$ cat config.mk
export PLATFORM = sky130hd
export DESIGN_NAME = register_scoreboard
export DESIGN_NICKNAME = d
export VERILOG_FILES = /design/src/rtl/register_scoreboard.sv
export SDC_FILE = /design/constraint.sdc
export NUM_CORES = 1
export LEC_CHECK = 0
export CORE_MARGIN = 5
export CORE_UTILIZATION = 60
export CTS_BUF_LIST = sky130_fd_sc_hd__clkbuf_4 sky130_fd_sc_hd__clkbuf_8 sky130_fd_sc_hd__clkbuf_16
export CTS_CLUSTER_SIZE = 20
export DETAILED_ROUTE_END_ITERATION = 10
export PLACE_DENSITY_LB_ADDON = 0.25
export SYNTH_ARGS = -nofsm -noshare
export SYNTH_HDL_FRONTEND = slang
export SYNTH_SLANG_ARGS = --single-unit
$ cat constraint.sdc
create_clock -name clk_i -period 8.7 [get_ports clk_i]
set_input_delay 1.74 -clock clk_i [delete_from_list [all_inputs] [get_ports clk_i]]
set_output_delay 1.74 -clock clk_i [all_outputs]
set_load 0.1 [all_outputs]
$ cat src/rtl/register_scoreboard.sv
// Register scoreboard: per-register pending-write counters between issue and writeback.
// Stalls issue on RAW hazards and on destination counter saturation.
module register_scoreboard #(
  parameter int unsigned MaxPending = 3,
  parameter bit          WbBypass   = 1'b1
) (
  input  logic        clk_i,
  input  logic        reset_i,
  input  logic        flush_i,
  input  logic        issue_valid_i,
  output logic        issue_ready_o,
  input  logic [4:0]  issue_rs1_i,
  input  logic [4:0]  issue_rs2_i,
  input  logic [4:0]  issue_rd_i,
  input  logic        issue_uses_rs1_i,
  input  logic        issue_uses_rs2_i,
  input  logic        issue_writes_rd_i,
  input  logic        wb_valid_i,
  input  logic [4:0]  wb_rd_i,
  output logic [31:0] busy_o,
  output logic [15:0] stall_cycles_o,
  output logic        underflow_err_o
);

  localparam int unsigned CntW = $clog2(MaxPending + 1);
  typedef logic [CntW-1:0] cnt_t;
  localparam cnt_t CntMax = cnt_t'(MaxPending);
  localparam cnt_t CntOne = cnt_t'(1);

  cnt_t        cnt_q [32];
  cnt_t        cnt_d [32];
  logic [31:0] wb_hit;
  logic [31:0] issue_inc;
  logic [31:0] busy_d, busy_q;
  logic [15:0] stall_d, stall_q;
  logic        uf_d, uf_q;
  logic        rs1_haz, rs2_haz, rd_haz;
  logic        issue_fire;

  always_comb begin
    wb_hit = '0;
    for (int unsigned n = 1; n < 32; n++) begin
      wb_hit[n] = wb_valid_i && (wb_rd_i == 5'(n)) && (cnt_q[n] != '0);
    end
  end

  // A source whose only pending write retires this cycle is forwarded by writeback.
  always_comb begin
    rs1_haz = issue_uses_rs1_i && (issue_rs1_i != 5'd0) && (cnt_q[issue_rs1_i] != '0) &&
              !(WbBypass && (cnt_q[issue_rs1_i] == CntOne) && wb_hit[issue_rs1_i]);
    rs2_haz = issue_uses_rs2_i && (issue_rs2_i != 5'd0) && (cnt_q[issue_rs2_i] != '0) &&
              !(WbBypass && (cnt_q[issue_rs2_i] == CntOne) && wb_hit[issue_rs2_i]);
    rd_haz  = issue_writes_rd_i && (issue_rd_i != 5'd0) && (cnt_q[issue_rd_i] == CntMax) &&
              !wb_hit[issue_rd_i];
    issue_ready_o = !flush_i && !reset_i && !rs1_haz && !rs2_haz && !rd_haz;
    issue_fire    = issue_valid_i && issue_ready_o;
  end

  always_comb begin
    issue_inc = '0;
    for (int unsigned n = 1; n < 32; n++) begin
      issue_inc[n] = issue_fire && issue_writes_rd_i && (issue_rd_i == 5'(n));
    end
  end

  always_comb begin
    cnt_d[0]  = '0;
    busy_d    = '0;
    for (int unsigned n = 1; n < 32; n++) begin
      cnt_d[n] = cnt_q[n];
      if (flush_i) begin
        cnt_d[n] = '0;
      end else if (issue_inc[n] && wb_hit[n]) begin
        cnt_d[n] = cnt_q[n];
      end else if (issue_inc[n]) begin
        cnt_d[n] = cnt_q[n] + CntOne;
      end else if (wb_hit[n]) begin
        cnt_d[n] = cnt_q[n] - CntOne;
      end
      busy_d[n] = (cnt_d[n] != '0);
    end
  end

  always_comb begin
    stall_d = stall_q;
    if (issue_valid_i && !issue_ready_o && (stall_q != 16'hFFFF)) begin
      stall_d = stall_q + 16'd1;
    end
    // Flushed writebacks are dropped entirely, so they cannot underflow.
    uf_d = uf_q | (wb_valid_i && !flush_i && (wb_rd_i != 5'd0) && (cnt_q[wb_rd_i] == '0));
  end

  always_ff @(posedge clk_i) begin
    if (reset_i) begin
      for (int unsigned n = 0; n < 32; n++) begin
        cnt_q[n] <= '0;
      end
      busy_q  <= '0;
      stall_q <= '0;
      uf_q    <= 1'b0;
    end else begin
      for (int unsigned n = 0; n < 32; n++) begin
        cnt_q[n] <= cnt_d[n];
      end
      busy_q  <= busy_d;
      stall_q <= stall_d;
      uf_q    <= uf_d;
    end
  end

  assign busy_o          = busy_q;
  assign stall_cycles_o  = stall_q;
  assign underflow_err_o = uf_q;

endmodule

=== Word-level counts from Yosys, hierarchy flattened ===
Memory sizes are Yosys's and may differ from the RTL's.
Index checks and enable logic that the tools add are counted.

* Add/subtract/negate cells: 63
* Multipliers: 0
* Divide/modulo/power cells: 0
* Order comparisons: 3
* Eq/ne operators: 66
* Shifts and indexed selects: 0
* Multiplexer cells: 165
* Bitwise gates (word level): 33
* Reduce and logical (&&, ||, !) cells: 224

{| class="wikitable"
|+ Operators with widths
! operator !! number
|-
| 2-to-1 mux 2 bit || 156
|-
| == test 5 bit (second input constant) || 32
|-
| logical AND 1 bit || 146
|-
| nonzero test 2 bit || 64
|-
| == test 5 x 4 -> 1 bit (second input constant) || 16
|-
| adder 2 x 1 -> 2 bit (second input constant) || 31
|-
| subtractor 2 x 1 -> 2 bit (second input constant) || 31
|-
| == test 5 x 3 -> 1 bit (second input constant) || 8
|-
| OR 1 bit || 33
|-
| == test 5 x 2 -> 1 bit (second input constant) || 4
|-
| nonzero test 5 bit || 4
|-
| less-than comparator 5 x 6 -> 1 bit (second input constant) || 3
|-
| adder 16 x 1 -> 16 bit (second input constant) || 1
|-
| inequality test 16 bit (second input constant) || 1
|-
| binary-select mux 1 bit (select 5 bit) || 3
|-
| == test 5 x 1 -> 1 bit (second input constant) || 2
|-
| logical NOT 1 bit || 9
|-
| 2-to-1 mux 1 bit || 6
|-
| == test 2 x 1 -> 1 bit (second input constant) || 2
|-
| == test 2 bit (second input constant) || 1
|-
| logical NOT 2 bit || 1
|}

* Register bits: 49
* Latch bits: 0
* Bits in writable memories: 64
* Bits in read-only memories: 0
* Memories kept: 1

{| class="wikitable"
|+ Memory list
! name !! depth !! bits a word !! read ports !! clocked after memory_dff !! wr ports !! RTL line !! source
|-
| cnt_q || 32 || 2 || 35 || 0 || 32 || 30 || <nowiki>cnt_t cnt_q [32];</nowiki>
|}

=== Depth between registers and ports, before layout ===
* Depth in word-level cells: 19
* Mapped depth: 14
* Mapped depth without buffers: 11

=== Worst setup path after synthesis ===
Ideal clock, no wire load.

* Path type: input-to-output
* Start point: input port issue_rs1_i[0]
* End point: output port issue_ready_o
* Arrival: 5.339 ns
* Required time: 6.960 ns
* Slack: 1.621 ns
* Cell stages on the path: 9
* Buffers on the path: 3
* Cells stage by stage: clkbuf_1 -> buf_2 -> mux4_2 -> mux4_2 -> a31oi_1 -> o211ai_1 -> a211o_4 -> buf_6 -> nor2_1

* Cells in the longest elaborated chain, start to end: 9
* Elaborated cells on any way between the ends: 15

{| class="wikitable"
|+ Ends and longest elaborated chain
! element !! RTL line !! source
|-
| start, declared || 12 || <nowiki>input logic [4:0] issue_rs1_i,</nowiki>
|-
| memory read (32 x 2 bit) or binary-select mux 1 bit (select 5 bit) (tied branches) || - ||
|-
| == test 2 x 1 -> 1 bit or 2-to-1 mux 1 bit (tied branches) || 50 || <nowiki>!(WbBypass && (cnt_q[issue_rs1_i] == CntOne) && wb_hit[issue_rs1_i]);</nowiki>
|-
| logical AND 1 bit || 50 ||
|-
| logical NOT 1 bit || 50 ||
|-
| logical AND 1 bit * || 49 || <nowiki>rs1_haz = issue_uses_rs1_i && (issue_rs1_i != 5'd0) && (cnt_q[issue_rs1_i] != '0) &&</nowiki>
|-
| logical NOT 1 bit * || 55 || <nowiki>issue_ready_o = !flush_i && !reset_i && !rs1_haz && !rs2_haz && !rd_haz;</nowiki>
|-
| logical AND 1 bit * (3 in series) || 55 ||
|-
| end, declared || 11 || <nowiki>output logic issue_ready_o,</nowiki>
|}

Mark *: on every way between the ends. The rest lies on a longest branch, timed or not. The select of a mux whose other input is x is not followed.

=== Final worst setup path ===
* Start point: input port issue_rd_i[0]
* End point: output port issue_ready_o

* Cells in the longest elaborated chain, start to end: 6
* Elaborated cells on any way between the ends: 11

{| class="wikitable"
|+ Ends and longest elaborated chain
! element !! RTL line !! source
|-
| start, declared || 14 || <nowiki>input logic [4:0] issue_rd_i,</nowiki>
|-
| memory read (32 x 2 bit), or another cell as far along || - ||
|-
| == test 2 bit, or another cell as far along || 53 || <nowiki>rd_haz = issue_writes_rd_i && (issue_rd_i != 5'd0) && (cnt_q[issue_rd_i] == CntMax) &&</nowiki>
|-
| logical AND 1 bit or logical NOT 1 bit (tied branches) || 53, 54 ||
|-
| logical AND 1 bit * || 53 ||
|-
| logical NOT 1 bit * || 55 ||
|-
| logical AND 1 bit * || 55 ||
|}

Marks and branches as above.

==> results.json <==
{
  "outcome": "finished, final reports clean",
  "die_h_microns": 140.8,
  "cp_max_fo": 17,
  "critPathCaptureType": "primary output",
  "synthDistinctLibCells": 97,
  "synth_fa_ha_area_frac": 0.03999,
  "synthesis.nets": 1334,
  "cts.reportedPaths.clkPinSlew_ps": 80,
  "hold_viol": 0,
  "hold_buffers": 0,
  "async_flop_share": 0,
  "ys.flop_type": "dfxtp_1",
  "setup-violations-final": 0,
  "cts_buffer_depth": 2,
  "ys_seq_area_frac": 0.2146,
  "synth_top_family_by_area": "simple AND/OR/NAND/NOR gates",
  "hpwlAfterDp_mm": 29.85,
  "synth_edf_count": 0,
  "fin_crit_ps": 7349,
  "rows": 47,
  "insertion_delay_ps": 380,
  "core_sq_um": 16700,
  "drv_slew": 0,
  "cts-root-buf": "clkbuf_16",
  "track_usage": 0.3941,
  "synth_cells": 1274,
  "start_util": 0.6145,
  "mostFrequentLayoutCells": "dfxtp_1 (110), nand2_1 (105), nor2_1 (91)",
  "grt_pass1_vias": 10610,
  "htreeDepth": 3,
  "drt-total-wl_mm": 39.70,
  "synth-simple-area-share": 0.2783,
  "slowest_delay_ps": 1100,
  "syn_avg_cell_area_sq_um": 8.055,
  "port_buffers": 76,
  "area_growth_pct": 12.06,
  "total_power_uw": 1177,
  "crit_top_cell": "nor2_1",
  "min_path_type": "reg -> reg",
  "die_w_microns": 140.8,
  "yosysWarnings": 0,
  "drt_iter0_markers": 2010,
  "grt_overflow_total": 0,
  "vdd_drop_max_mv": 0.1160,
  "path_cells": "clkdlybuf4s50_1 > nand2_1 > nor2_1 > a22oi_1 > nor4_1 > a211o_4 > nor2_1 > buf_12",
  "drive_above_1_share": 0.1121,
  "ys_seq_elements": 110,
  "diodes": 0,
  "routedWlPerCell_microns": 25.93,
  "slew_headroom": 0.3257,
  "nets": 1366,
  "place_congestion": 1.142,
  "vias": 11400,
  "netlist_area_sq_um": 10260,
  "p_leak_uw": 0.003786,
  "cts.sinks": 110,
  "worst_pin_slew_ps": 1008,
  "crit_slowest_cell": "clkdlybuf4s50_1",
  "critPathKind": "in -> out",
  "rr_worst_depth": 10,
  "cts_setup_buffers": 0,
  "rsz0062_at_grt": "no",
  "final_cell_area_sq_um": 11500,
  "dieArea_sq_um": 19820,
  "post-route-period-util": 0.8447,
  "drt_pass1_iterations": 7,
  "worstPathRequired_ps": 6960,
  "cts_resized": 0,
  "cts_buffers": 9,
  "grt_pass1_wl_mm": 61.64,
  "synth_mux_area_frac": 0.1553,
  "mostFrequentLayoutCell": "dfxtp_1",
  "finalClockSkew_ps": 10.23,
  "fin_setup_tns_ps": 0,
  "power_density_nw_per_um2": 102.4,
  "vias_per_cell": 7.448,
  "place_area_sq_um": 11170,
  "fmax_mhz": 136.1,
  "critPathArrivalTime_ps": 5610,
  "critPathLaunchType": "input pin",
  "hold_depth": 2,
  "synth_compound_area_frac": 0.2325,
  "antenna_found_initial": 2,
  "grt_max_degree": 64,
  "cap_violations": 0,
  "synth_xor_area_frac": 0.01329,
  "cts_tree": "built",
  "ant_nets": 0,
  "drc_errors": 0,
  "pin_count": 78
}
-- cell usage after synthesis, types with 12 or more instances --
| cell | number | area share |
|---|---|---|
| a211oi_1 | 33 | 0.024 |
| a21oi_1 | 54 | 0.026 |
| a311oi_1 | 13 | 0.011 |
| a31oi_1 | 32 | 0.020 |
| and3_1 | 27 | 0.016 |
| buf_2 | 25 | 0.012 |
| clkbuf_1 | 52 | 0.019 |
| dfxtp_1 | 110 | 0.21 |
| ha_1 | 32 | 0.039 |
| inv_1 | 79 | 0.029 |
| mux2_2 | 14 | 0.015 |
| mux2i_1 | 49 | 0.048 |
| mux4_2 | 42 | 0.092 |
| nand2_1 | 105 | 0.038 |
| nand2b_1 | 19 | 0.012 |
| nand3_1 | 31 | 0.015 |
| nand4_1 | 29 | 0.018 |
| nor2_1 | 92 | 0.034 |
| nor2b_1 | 19 | 0.012 |
| nor3_1 | 68 | 0.033 |
| nor4_1 | 17 | 0.010 |
| o211ai_1 | 15 | 0.011 |
| o21ai_0 | 38 | 0.019 |
| o31ai_1 | 12 | 0.0088 |
| or3_1 | 43 | 0.026 |
-- registers in the layout, summed over array words and instances (netlist names) --
register,cells
stall_cycles_o,16
cnt_q,62
underflow_err_o,1
busy_o,31
-- cell type report --
class,count,area (sq um)
inverter,81,304.0
clock inverter,6,86.33
clock buffer,10,239.0
multi-input combinational,998,7402
timing repair buffer,106,991.0
tap,220,275.3
fill,1459,5201
sequential,110,2202
-- critical path, delay by kind of cell --
kind	cells	cell delay (ps)
buffers and inverters	2	1300
AND/OR/NAND/NOR	4	1950
AO/OA/AOI/OAI	2	580
-- kinds of logic (layout without fill, tap and decap cells) --
| kind of cell | Yosys count | after routing |
|---|---|---|
| simple gates | 528 | 528 |
| compound gates | 317 | 317 |
| buf+inv | 166 | 203 |
| flops | 110 | 110 |
| mux | 105 | 105 |
| fa+ha+maj | 33 | 33 |
| xor+xnor | 14 | 14 |
| other cells | 1 | 1 |
-- routing by layer --
metal | global-route usage | vias up | part of all wire
met2 | 0.5769 | 942 | 0.41
met3 | 0.1334 | 235 | 0.14
met1 | 0.5203 | 5285 | 0.38
met5 | 0 | - | 0.00035
li1 | - | 4939 | -
met4 | 0.1928 | 2 | 0.062
-- per-stage QoR --
step	util	hold WS, ps	setup slack, ps	instances
2_1_floorplan	-	443.3	1621	1274
3_3_place_gp	0.6691	483.0	1451	1515
3_5_place_dp	0.6691	490.0	1452	1515
4_1_cts	0.6886	504.7	1430	1531
5_1_grt	0.6886	532.3	1248	1531
6_report	0.6886	502.8	1351	1531
-- final timing paths --
path	startpoint	end	slack [ps]
max	issue_rd_i[0]	issue_ready_o	1350
max reg2reg	cnt_q[6][0]	busy_o[21]	4250
min reg2reg	stall_cycles_o[5]	stall_cycles_o[5]	500
min	stall_cycles_o[5]	stall_cycles_o[5]	500
-- power by group --
group	total (uW)	internal (uW)	switching, uW
clock network	466	241	225
logic	205	57.6	147
registers	507	505	2.53
Note: power is estimated with default switching activity, not from simulation.
